--- config.mk ---
export PLATFORM = sky130hd
export DESIGN_NAME = sfifo_prot_flat
export DESIGN_NICKNAME = d
export VERILOG_FILES = /design/src/rtl/sfifo_prot_if.sv /design/src/rtl/sfifo_prot.sv /design/src/flat_wrapper.sv
export SDC_FILE = /design/constraint.sdc
export NUM_CORES = 1
export LEC_CHECK = 0
export CAP_MARGIN = 20
export CORE_ASPECT_RATIO = 0.7
export CORE_UTILIZATION = 35
export CTS_CLUSTER_DIAMETER = 60
export DETAILED_ROUTE_END_ITERATION = 8
export PLACE_DENSITY = 0.49
export SLEW_MARGIN = 20
export SYNTH_ARGS = -nofsm -noshare
export SYNTH_HDL_FRONTEND = slang
export SYNTH_SLANG_ARGS = --single-unit
--- constraint.sdc ---
create_clock -name clk -period 7.9 [get_ports clk]
set_clock_uncertainty 0.2 [all_clocks]
set_input_delay 1.185 -clock clk [delete_from_list [all_inputs] [get_ports clk]]
set_output_delay 1.185 -clock clk [all_outputs]
set_load 0.005 [all_outputs]
--- src/rtl/sfifo_prot_if.sv ---
// sfifo_prot_if: request/response bundle of the protected synchronous FIFO
interface sfifo_prot_if #(
    parameter int DW = 32,
    parameter int AW = 4
);
    logic          flush, we, re, clr_err;
    logic [DW-1:0] d, q;
    logic          rvalid, rempty, wfull, almost_full, almost_empty;
    logic          overflow, underflow;
    logic [AW:0]   cnt, max_cnt;
    modport master (
        output flush, we, d, re, clr_err,
        input  q, rvalid, rempty, wfull, almost_full, almost_empty, cnt, max_cnt, overflow, underflow
    );
    modport slave (
        input  flush, we, d, re, clr_err,
        output q, rvalid, rempty, wfull, almost_full, almost_empty, cnt, max_cnt, overflow, underflow
    );
endinterface

--- src/rtl/sfifo_prot.sv ---
// sfifo_prot: single-clock FIFO with accept protection, almost flags, flush,
// sticky overflow/underflow and an occupancy high-watermark.
module sfifo_prot #(
    parameter int DW         = 32,
    parameter int AW         = 4,
    parameter int SHOW_AHEAD = 0,
    parameter int AF_TH      = 2**AW-2,
    parameter int AE_TH      = 2
) (
    input logic         clk,
    input logic         rst_n,
    sfifo_prot_if.slave bus
);
    localparam logic [AW:0] FULL_C = {1'b1, {AW{1'b0}}};
    localparam logic [AW:0] AF_C   = (AW+1)'(AF_TH);
    localparam logic [AW:0] AE_C   = (AW+1)'(AE_TH);
    logic [DW-1:0] mem [2**AW];
    logic [AW:0]   wa, ra, wa_nx, ra_nx, cnt, cnt_nx, max_cnt;
    logic          rd_ok, wr_ok, rd_acc, wr_acc, ov, un;
    assign cnt    = wa - ra;
    assign rd_ok  = bus.re & (cnt != '0);
    // a read frees a slot in the same cycle, so a full FIFO still accepts we&re
    assign wr_ok  = bus.we & ((cnt != FULL_C) | rd_ok);
    assign rd_acc = rd_ok & ~bus.flush;
    assign wr_acc = wr_ok & ~bus.flush;
    assign wa_nx  = bus.flush ? '0 : wa + {{AW{1'b0}}, wr_ok};
    assign ra_nx  = bus.flush ? '0 : ra + {{AW{1'b0}}, rd_ok};
    assign cnt_nx = wa_nx - ra_nx;
    always_ff @(posedge clk or negedge rst_n) begin
        if (!rst_n) begin
            wa      <= '0;
            ra      <= '0;
            max_cnt <= '0;
            ov      <= 1'b0;
            un      <= 1'b0;
        end else begin
            wa      <= wa_nx;
            ra      <= ra_nx;
            max_cnt <= (bus.clr_err || cnt_nx > max_cnt) ? cnt_nx : max_cnt;
            ov      <= (bus.we & ~wr_ok & ~bus.flush) | (ov & ~bus.clr_err);
            un      <= (bus.re & ~rd_ok & ~bus.flush) | (un & ~bus.clr_err);
        end
    end
    always_ff @(posedge clk) begin
        if (wr_acc) mem[wa[AW-1:0]] <= bus.d;
    end
    generate
        if (SHOW_AHEAD != 0) begin : g_sa
            assign bus.q      = mem[ra[AW-1:0]];
            assign bus.rvalid = cnt != '0;
        end else begin : g_reg
            logic [DW-1:0] q_r;
            logic          rv_r;
            always_ff @(posedge clk or negedge rst_n) begin
                if (!rst_n) begin
                    q_r  <= '0;
                    rv_r <= 1'b0;
                end else begin
                    rv_r <= rd_acc;
                    if (rd_acc) q_r <= mem[ra[AW-1:0]];
                end
            end
            assign bus.q      = q_r;
            assign bus.rvalid = rv_r;
        end
    endgenerate
    assign bus.cnt          = cnt;
    assign bus.max_cnt      = max_cnt;
    assign bus.rempty       = cnt == '0;
    assign bus.wfull        = cnt == FULL_C;
    assign bus.almost_full  = cnt >= AF_C;
    assign bus.almost_empty = cnt <= AE_C;
    assign bus.overflow     = ov;
    assign bus.underflow    = un;
endmodule

--- src/flat_wrapper.sv ---
// flat-port wrapper written by rule: the top's interface ports become plain ports
module sfifo_prot_flat 
#(
    parameter int DW         = 32,
    parameter int AW         = 4,
    parameter int SHOW_AHEAD = 0,
    parameter int AF_TH      = 2**AW-2,
    parameter int AE_TH      = 2
)
  (clk, rst_n, bus_flush, bus_we, bus_d, bus_re, bus_clr_err, bus_q, bus_rvalid, bus_rempty, bus_wfull, bus_almost_full, bus_almost_empty, bus_cnt, bus_max_cnt, bus_overflow, bus_underflow);
  sfifo_prot_if #(.DW(DW), .AW(AW)) bus_i ();
  input logic clk;
  input logic rst_n;
  input wire logic [$bits(bus_i.flush)-1:0] bus_flush;
  input wire logic [$bits(bus_i.we)-1:0] bus_we;
  input wire logic [$bits(bus_i.d)-1:0] bus_d;
  input wire logic [$bits(bus_i.re)-1:0] bus_re;
  input wire logic [$bits(bus_i.clr_err)-1:0] bus_clr_err;
  output wire logic [$bits(bus_i.q)-1:0] bus_q;
  output wire logic [$bits(bus_i.rvalid)-1:0] bus_rvalid;
  output wire logic [$bits(bus_i.rempty)-1:0] bus_rempty;
  output wire logic [$bits(bus_i.wfull)-1:0] bus_wfull;
  output wire logic [$bits(bus_i.almost_full)-1:0] bus_almost_full;
  output wire logic [$bits(bus_i.almost_empty)-1:0] bus_almost_empty;
  output wire logic [$bits(bus_i.cnt)-1:0] bus_cnt;
  output wire logic [$bits(bus_i.max_cnt)-1:0] bus_max_cnt;
  output wire logic [$bits(bus_i.overflow)-1:0] bus_overflow;
  output wire logic [$bits(bus_i.underflow)-1:0] bus_underflow;
  assign bus_i.flush = bus_flush;
  assign bus_i.we = bus_we;
  assign bus_i.d = bus_d;
  assign bus_i.re = bus_re;
  assign bus_i.clr_err = bus_clr_err;
  assign bus_q = bus_i.q;
  assign bus_rvalid = bus_i.rvalid;
  assign bus_rempty = bus_i.rempty;
  assign bus_wfull = bus_i.wfull;
  assign bus_almost_full = bus_i.almost_full;
  assign bus_almost_empty = bus_i.almost_empty;
  assign bus_cnt = bus_i.cnt;
  assign bus_max_cnt = bus_i.max_cnt;
  assign bus_overflow = bus_i.overflow;
  assign bus_underflow = bus_i.underflow;
  sfifo_prot #(.DW(DW), .AW(AW), .SHOW_AHEAD(SHOW_AHEAD), .AF_TH(AF_TH), .AE_TH(AE_TH)) u_core (.clk(clk), .rst_n(rst_n), .bus(bus_i));
endmodule
# Yosys cells after proc, flatten, opt, wreduce, memory -nomap -nowiden
# Memories as Yosys holds them, arrays and structs flattened. A register that Yosys moved wholly into a read port is not among the register bits.
# Cells that the tools add are included.
[totals] regBits=18 latch_bits=0 ramBits=512 rom_bits=0 input_bits=38 out_inout_bits=49 elab_cells=41 n_memories=1
[classes] add_sub_neg=4 multipliers=0 div_mod_pow=0 order_cmp=3 n_eq_ne=2 shifts=0 mux=4 n_bitwise=17 reduce_logical=4
[memory_table] memory="u_core.mem" words=16 word_bits=32 read_ports=1 rd_clocked_by_memory_dff=1 write_ports=1 line_no="sfifo_prot.sv:17" text="logic [DW-1:0] mem [2**AW];"
[ops] operator="5-bit by 1-bit adder with 5-bit output" count=2
[ops] operator="1-bit AND" count=10
[ops] operator="5-bit two-way mux" count=2
[ops] operator="5-bit subtractor" count=2
[ops] operator="5-bit equality test (second input constant)" count=1
[ops] operator="5-bit by 4-bit >= comparator with 1-bit output (second input constant)" count=1
[ops] operator="5-bit greater-than comparator" count=1
[ops] operator="5-bit by 2-bit <= comparator with 1-bit output (second input constant)" count=1
[ops] operator="5-bit logical NOT" count=1
[ops] operator="5-bit inequality test (second input constant)" count=1
[ops] operator="5-bit nonzero test" count=1
[ops] operator="1-bit inverter" count=4
[ops] operator="1-bit OR" count=3
[ops] operator="1-bit two-way mux" count=2
[ops] operator="1-bit logical NOT" count=1
[ops] operator="1-bit logical OR" count=1

# Logic depth before layout (Yosys ltp)
[logic_depth] ltp_word=10 depth_mapped=26 mapped_depth_nobuf=25

# Worst setup path after synthesis
# OpenSTA, ideal clock, no wires.
[synth_path] path_type="flip-flop to flip-flop" start="register u_core.ra[1]" end="register u_core.max_cnt[2] (netlist: u_core.bus.max_cnt[2])" setup_ps=125 arrival_ps=5406 required_ps=7575 path_slack_ps=2170 path_stages_with_launch=25 n_path_buf=2 synth_period_minus_slack_ps=5730 cell_sequence="dfrtp_1 > clkbuf_1 > buf_1 > inv_1 > fa_1 > a21o_1 > a21oi_1 > xnor2_1 > o2111ai_1 > and2_1 > ha_1 > ha_1 > nor2b_1 > inv_1 > fa_1 > inv_1 > a21o_1 > a21oi_1 > xnor2_1 > xnor2_1 > ha_1 > o22ai_1 > a21oi_1 > nor2_1 > mux2_2"
[synth_via] elab_chain_len=10 elab_cells_between_ends=13 classes_between="add/sub: 4; order compare: 1; eq/ne: 1; mux: 2; bitwise: 3; reduce/logical: 2"
[synth_rtl] element="start, declared" line_no="sfifo_prot.sv:18" text="logic [AW:0] wa, ra, wa_nx, ra_nx, cnt, cnt_nx, max_cnt;"
[synth_rtl] element="start signal, assigned" line_no="sfifo_prot.sv:38" text="ra <= ra_nx;"
[synth_rtl] element="5-bit subtractor (*)" line_no="sfifo_prot.sv:20" text="assign cnt = wa - ra;"
[synth_rtl] element="named net bus_cnt[4]" line_no="flat_wrapper.sv:25" text="output wire logic [$bits(bus_i.cnt)-1:0] bus_cnt;"
[synth_rtl] element="5-bit nonzero test" line_no="sfifo_prot.sv:21" text="assign rd_ok = bus.re & (cnt != '0);"
[synth_rtl] element="1-bit AND" line_no="sfifo_prot.sv:21"
[synth_rtl] element="1-bit OR" line_no="sfifo_prot.sv:23" text="assign wr_ok = bus.we & ((cnt != FULL_C) | rd_ok);"
[synth_rtl] element="1-bit AND" line_no="sfifo_prot.sv:23"
[synth_rtl] element="5-bit by 1-bit adder with 5-bit output" line_no="sfifo_prot.sv:26" text="assign wa_nx = bus.flush ? '0 : wa + {{AW{1'b0}}, wr_ok};"
[synth_rtl] element="5-bit two-way mux" line_no="sfifo_prot.sv:26"
[synth_rtl] element="5-bit subtractor (*)" line_no="sfifo_prot.sv:28" text="assign cnt_nx = wa_nx - ra_nx;"
[synth_rtl] element="named net u_core.cnt_nx[4]" line_no="sfifo_prot.sv:18"
[synth_rtl] element="5-bit greater-than comparator (*)" line_no="sfifo_prot.sv:39" text="max_cnt <= (bus.clr_err || cnt_nx > max_cnt) ? cnt_nx : max_cnt;"
[synth_rtl] element="1-bit logical OR (*)" line_no="sfifo_prot.sv:39"
[synth_rtl] element="end signal, assigned" line_no="sfifo_prot.sv:39"
[synth_rtl] element="end, declared" line_no="sfifo_prot.sv:18"
# The timed path passes the listed nets; every way through them passes the cells marked *.
# A chain may end at the register's enable or synchronous reset.

# Final worst setup path
[layout_path] start="register u_core.ra[0]" end="register u_core.max_cnt[2] (netlist: u_core.bus.max_cnt[2])"
[layout_via] elab_chain_len=10 elab_cells_between_ends=13 classes_between="add/sub: 4; order compare: 1; eq/ne: 1; mux: 2; bitwise: 3; reduce/logical: 2"
[layout_rtl] element="5-bit subtractor" line_no="sfifo_prot.sv:20"
[layout_rtl] element="5-bit nonzero test" line_no="sfifo_prot.sv:21"
[layout_rtl] element="1-bit AND" line_no="sfifo_prot.sv:21"
[layout_rtl] element="1-bit OR" line_no="sfifo_prot.sv:23"
[layout_rtl] element="1-bit AND" line_no="sfifo_prot.sv:23"
[layout_rtl] element="5-bit by 1-bit adder with 5-bit output" line_no="sfifo_prot.sv:26"
[layout_rtl] element="5-bit two-way mux" line_no="sfifo_prot.sv:26"
[layout_rtl] element="5-bit subtractor (*)" line_no="sfifo_prot.sv:28"
[layout_rtl] element="named net u_core.cnt_nx[4]" line_no="sfifo_prot.sv:18"
[layout_rtl] element="5-bit greater-than comparator (*)" line_no="sfifo_prot.sv:39"
[layout_rtl] element="1-bit logical OR (*)" line_no="sfifo_prot.sv:39"
# Marks and branches as above.

==> results.txt <==
# diodes - 0
Worst VDD drop - 159 µV
Worst Path Arrival - 6.46 ns
Tightest Pin Transition - 1.01 ns
Post-CTS Resized - 0
startpoint types - flip-flop
minimum clock period - 6.18 ns
Setup TNS - 0 ns
relative slew slack - 32.3%
RD Place Congestion - 0.759
Min-Delay Path Class - reg2reg
dpl ws - 1.66 ns
crit-path leading delay family - adder cells
RSZ-0062 raised after global routing - no
clk slew on worst S/H paths - 0.06 ns
initial antenna violation count - 2
DR pass1 iterations - 5
sequential area share after synthesis - 76.4%
Netlist cell types - 39
worst skew pair latency - 0.59 ns
fin. max-slew vios - 0
Pint - 5.81 mW
first-pass GRT wire length - 70700 µm
synthesized flop and latch total - 562
die area - 63200 µm²
yosys warns - 0
crit path cell chain - ha_1 > inv_1 > fa_1 > a21o_1 > a21oi_1 > xnor2_1 > o2111ai_1 > and2_1 > ha_1 > ha_1 > nor2b_1 > inv_1 > fa_1 > inv_1 > a21o_1 > a21oi_1 > xnor2_1 > xnor2_1 > ha_1 > o22ai_1 > a21oi_1 > nor2_1 > mux2_2
# IOs - 87
switch share - 24.6%
Clock Sinks - 562
CP required - 8.18 ns
drt wl/cell - 25.0 µm
Worst path slowest cell - dfrtp_4
Finished Layout Cells - 1923
largest net degree at the start of global routing - 104
status - finished, final reports clean
f_max - 162 MHz
asr flop ratio synth - 8.90%
EDFF count, synth - 512
IO buf count - 86
most used cell, CP - ha_1
CP bufs+invs - 3
estimated wirelength of the detail-placed design - 24100 µm
vias per cell - 5.01
layout cell share with drive strength beyond 1 - 29.5%
crit path capture type - flip-flop
Layout area overhead - 17.2%
clk buf depth - 3
PwrDens - 302 nW/µm²
Die X - 300 µm
Clock power frac - 33.9%
Leak Pwr - 8.03 nW
Core Rows - 76
syn_area_per_cell - 23.4 µm²
Max stage delay on crit path - 0.82 ns
part of the power in combinational logic - 20.5%
DRT iter0 DRCs - 708
core area - 61500 µm²
Syn Nets - 988
vias - 9629
Inst Count DP - 1817
DRT Wirelength - 48000 µm
mapped cell area - 21800 µm²
nets - 1113
cell count after synthesis - 931
Setup CP Type - reg2reg
worst setup margin - 1.72 ns
Die H - 211 µm
CTS root buffer - clkbuf_16
crit path max fanout - 28
final antenna-violating net count - 0
Post-CTS Hold Buffers - 0
Num CTS Buffers - 56
worst hold slack - 0.303 ns
GRT Total Usage - 15.5%
Sw Pwr - 1.89 mW
total power - 7.71 mW
total grt overflow - 0
Seq pwr share - 45.6%
final hold vios - 0
# DRC - 0
max-cap viol count - 0
Synth Flop Type - edfxtp_1
Initial Utilization - 35.4%
Post-CTS Setup Bufs - 0
period utilization - 78.3%
number of global-route vias before repair - 10400
CTS tree - built
H-tree levels - 2
final setup fails - 0
-- power by group through the flow --
stage / logic [mW] / registers (mW) / clock network (mW)
finish: 1.58 / 3.52 / 2.61
global route: 1.72 / 3.54 / 2.79
CTS: 1.62 / 3.52 / 2.68
detailed placement: 1.62 / 3.58 / 0
global placement: 1.61 / 3.58 / 0
floorplan: 1.09 / 3.52 / 0
-- synth_stat cells (3+ instances only) --
cell        n  area share [%]
xnor2_1     8            0.32
nor2b_1     7            0.20
nor3_1      3           0.069
a21o_1      3            0.10
mux4_2    160              17
inv_1      22            0.38
nand3_1     7            0.16
clkbuf_1   21            0.36
buf_6      14            0.72
nand2_1     8            0.14
dfrtp_1    50             5.7
edfxtp_1  512              71
nor2_1     24            0.41
a21oi_1     4           0.092
buf_2       5            0.11
mux2_2     34             1.8
xor2_1      5            0.20
ha_1       17            0.98
o21ai_1     3           0.069
-- final cells by class --
| type | instances | area (µm²) |
|---|---|---|
| Fill cell | 5333 | 36000 |
| Sequential cell | 562 | 16600 |
| Inverter | 23 | 86.3 |
| Timing Repair Buffer | 108 | 1040 |
| Multi-Input combinational cell | 305 | 4900 |
| Clock inverter | 21 | 191 |
| Clock buffer | 85 | 1630 |
| Tap cell | 819 | 1020 |
-- worst paths after layout --
kind                            cells past startpoint  slack (ns)            start                    end
worst max-delay path                               23        1.72     u_core.ra[0]  u_core.bus.max_cnt[2]
worst min-delay path                                1        0.30  u_core.bus.q[5]        u_core.bus.q[5]
worst max register to register                     23        1.72     u_core.ra[0]  u_core.bus.max_cnt[2]
min in group asynchronous                           1        0.53            rst_n        u_core.bus.q[0]
max in group asynchronous                           1        6.29            rst_n           u_core.ra[1]
worst min register to register                      1        0.30  u_core.bus.q[5]        u_core.bus.q[5]
-- kinds of logic (layout without fill, tap and decap cells) --
kind of cell             Yosys count  count (layout)  synth area share, %
AO/OA/AOI/OAI                     19              19                0.615
flip-flops                       562             562                 76.4
adder cells (fa/ha/maj)           19              19                 1.16
multiplexers                     197             197                 18.5
XOR/XNOR                          13              13                0.523
buffers and inverters             64             237                 1.62
AND/OR/NAND/NOR                   57              57                 1.24
-- state kept, by name, indices dropped and copies added (netlist names) --
name and count:
u_core.bus.underflow 1, u_core.bus.overflow 1, u_core.bus.max_cnt 5, u_core.bus.rvalid 1, u_core.ra 5, u_core.bus.q 32, u_core.mem 512, u_core.wa 5
-- cells in the final DEF (no fill, tap or decap), types with 2 or more instances in the layout --
cell type / Yosys / routed
bufinv_16: 0 / 2
fa_1: 2 / 2
clkinv_2: 0 / 12
buf_4: 0 / 22
nand2_1: 8 / 8
nor2_1: 24 / 11
edfxtp_1: 512 / 512
ha_1: 17 / 17
clkbuf_8: 0 / 8
clkbuf_16: 0 / 58
nor2_4: 0 / 13
clkdlybuf4s50_1: 0 / 85
xor2_1: 5 / 5
mux2_2: 34 / 34
nand3_1: 7 / 7
nor3_2: 0 / 2
clkinvlp_4: 0 / 2
clkinv_8: 0 / 2
mux2i_1: 2 / 2
xnor2_1: 8 / 8
mux4_2: 160 / 160
inv_1: 22 / 22
a21o_1: 3 / 3
a21oi_1: 4 / 4
o21ai_1: 3 / 3
nand3b_1: 2 / 2
clkbuf_1: 21 / 19
nor2b_1: 7 / 7
dfrtp_4: 0 / 2
dfrtp_1: 50 / 47
-- metrics by stage --
step / cell area [µm²] / utilization, %
after CTS: 25500 / 41.5
after floorplan: 21800 / -
after detailed placement: 23700 / 38.5
final: 25500 / 41.5
after global routing: 25500 / 41.5
after global placement: 23700 / 38.5
-- metal layers --
layer | wire (µm) | GRT usage (%) | vias to the layer above
li1 | - | - | 4165
met1 | 22400 | 22.3 | 5223
met2 | 22800 | 24.7 | 175
met3 | 1990 | 2.64 | 62
met4 | 748 | 3.24 | 4
met5 | 27 | 0 | -
Power figures use the tool's default switching activity.
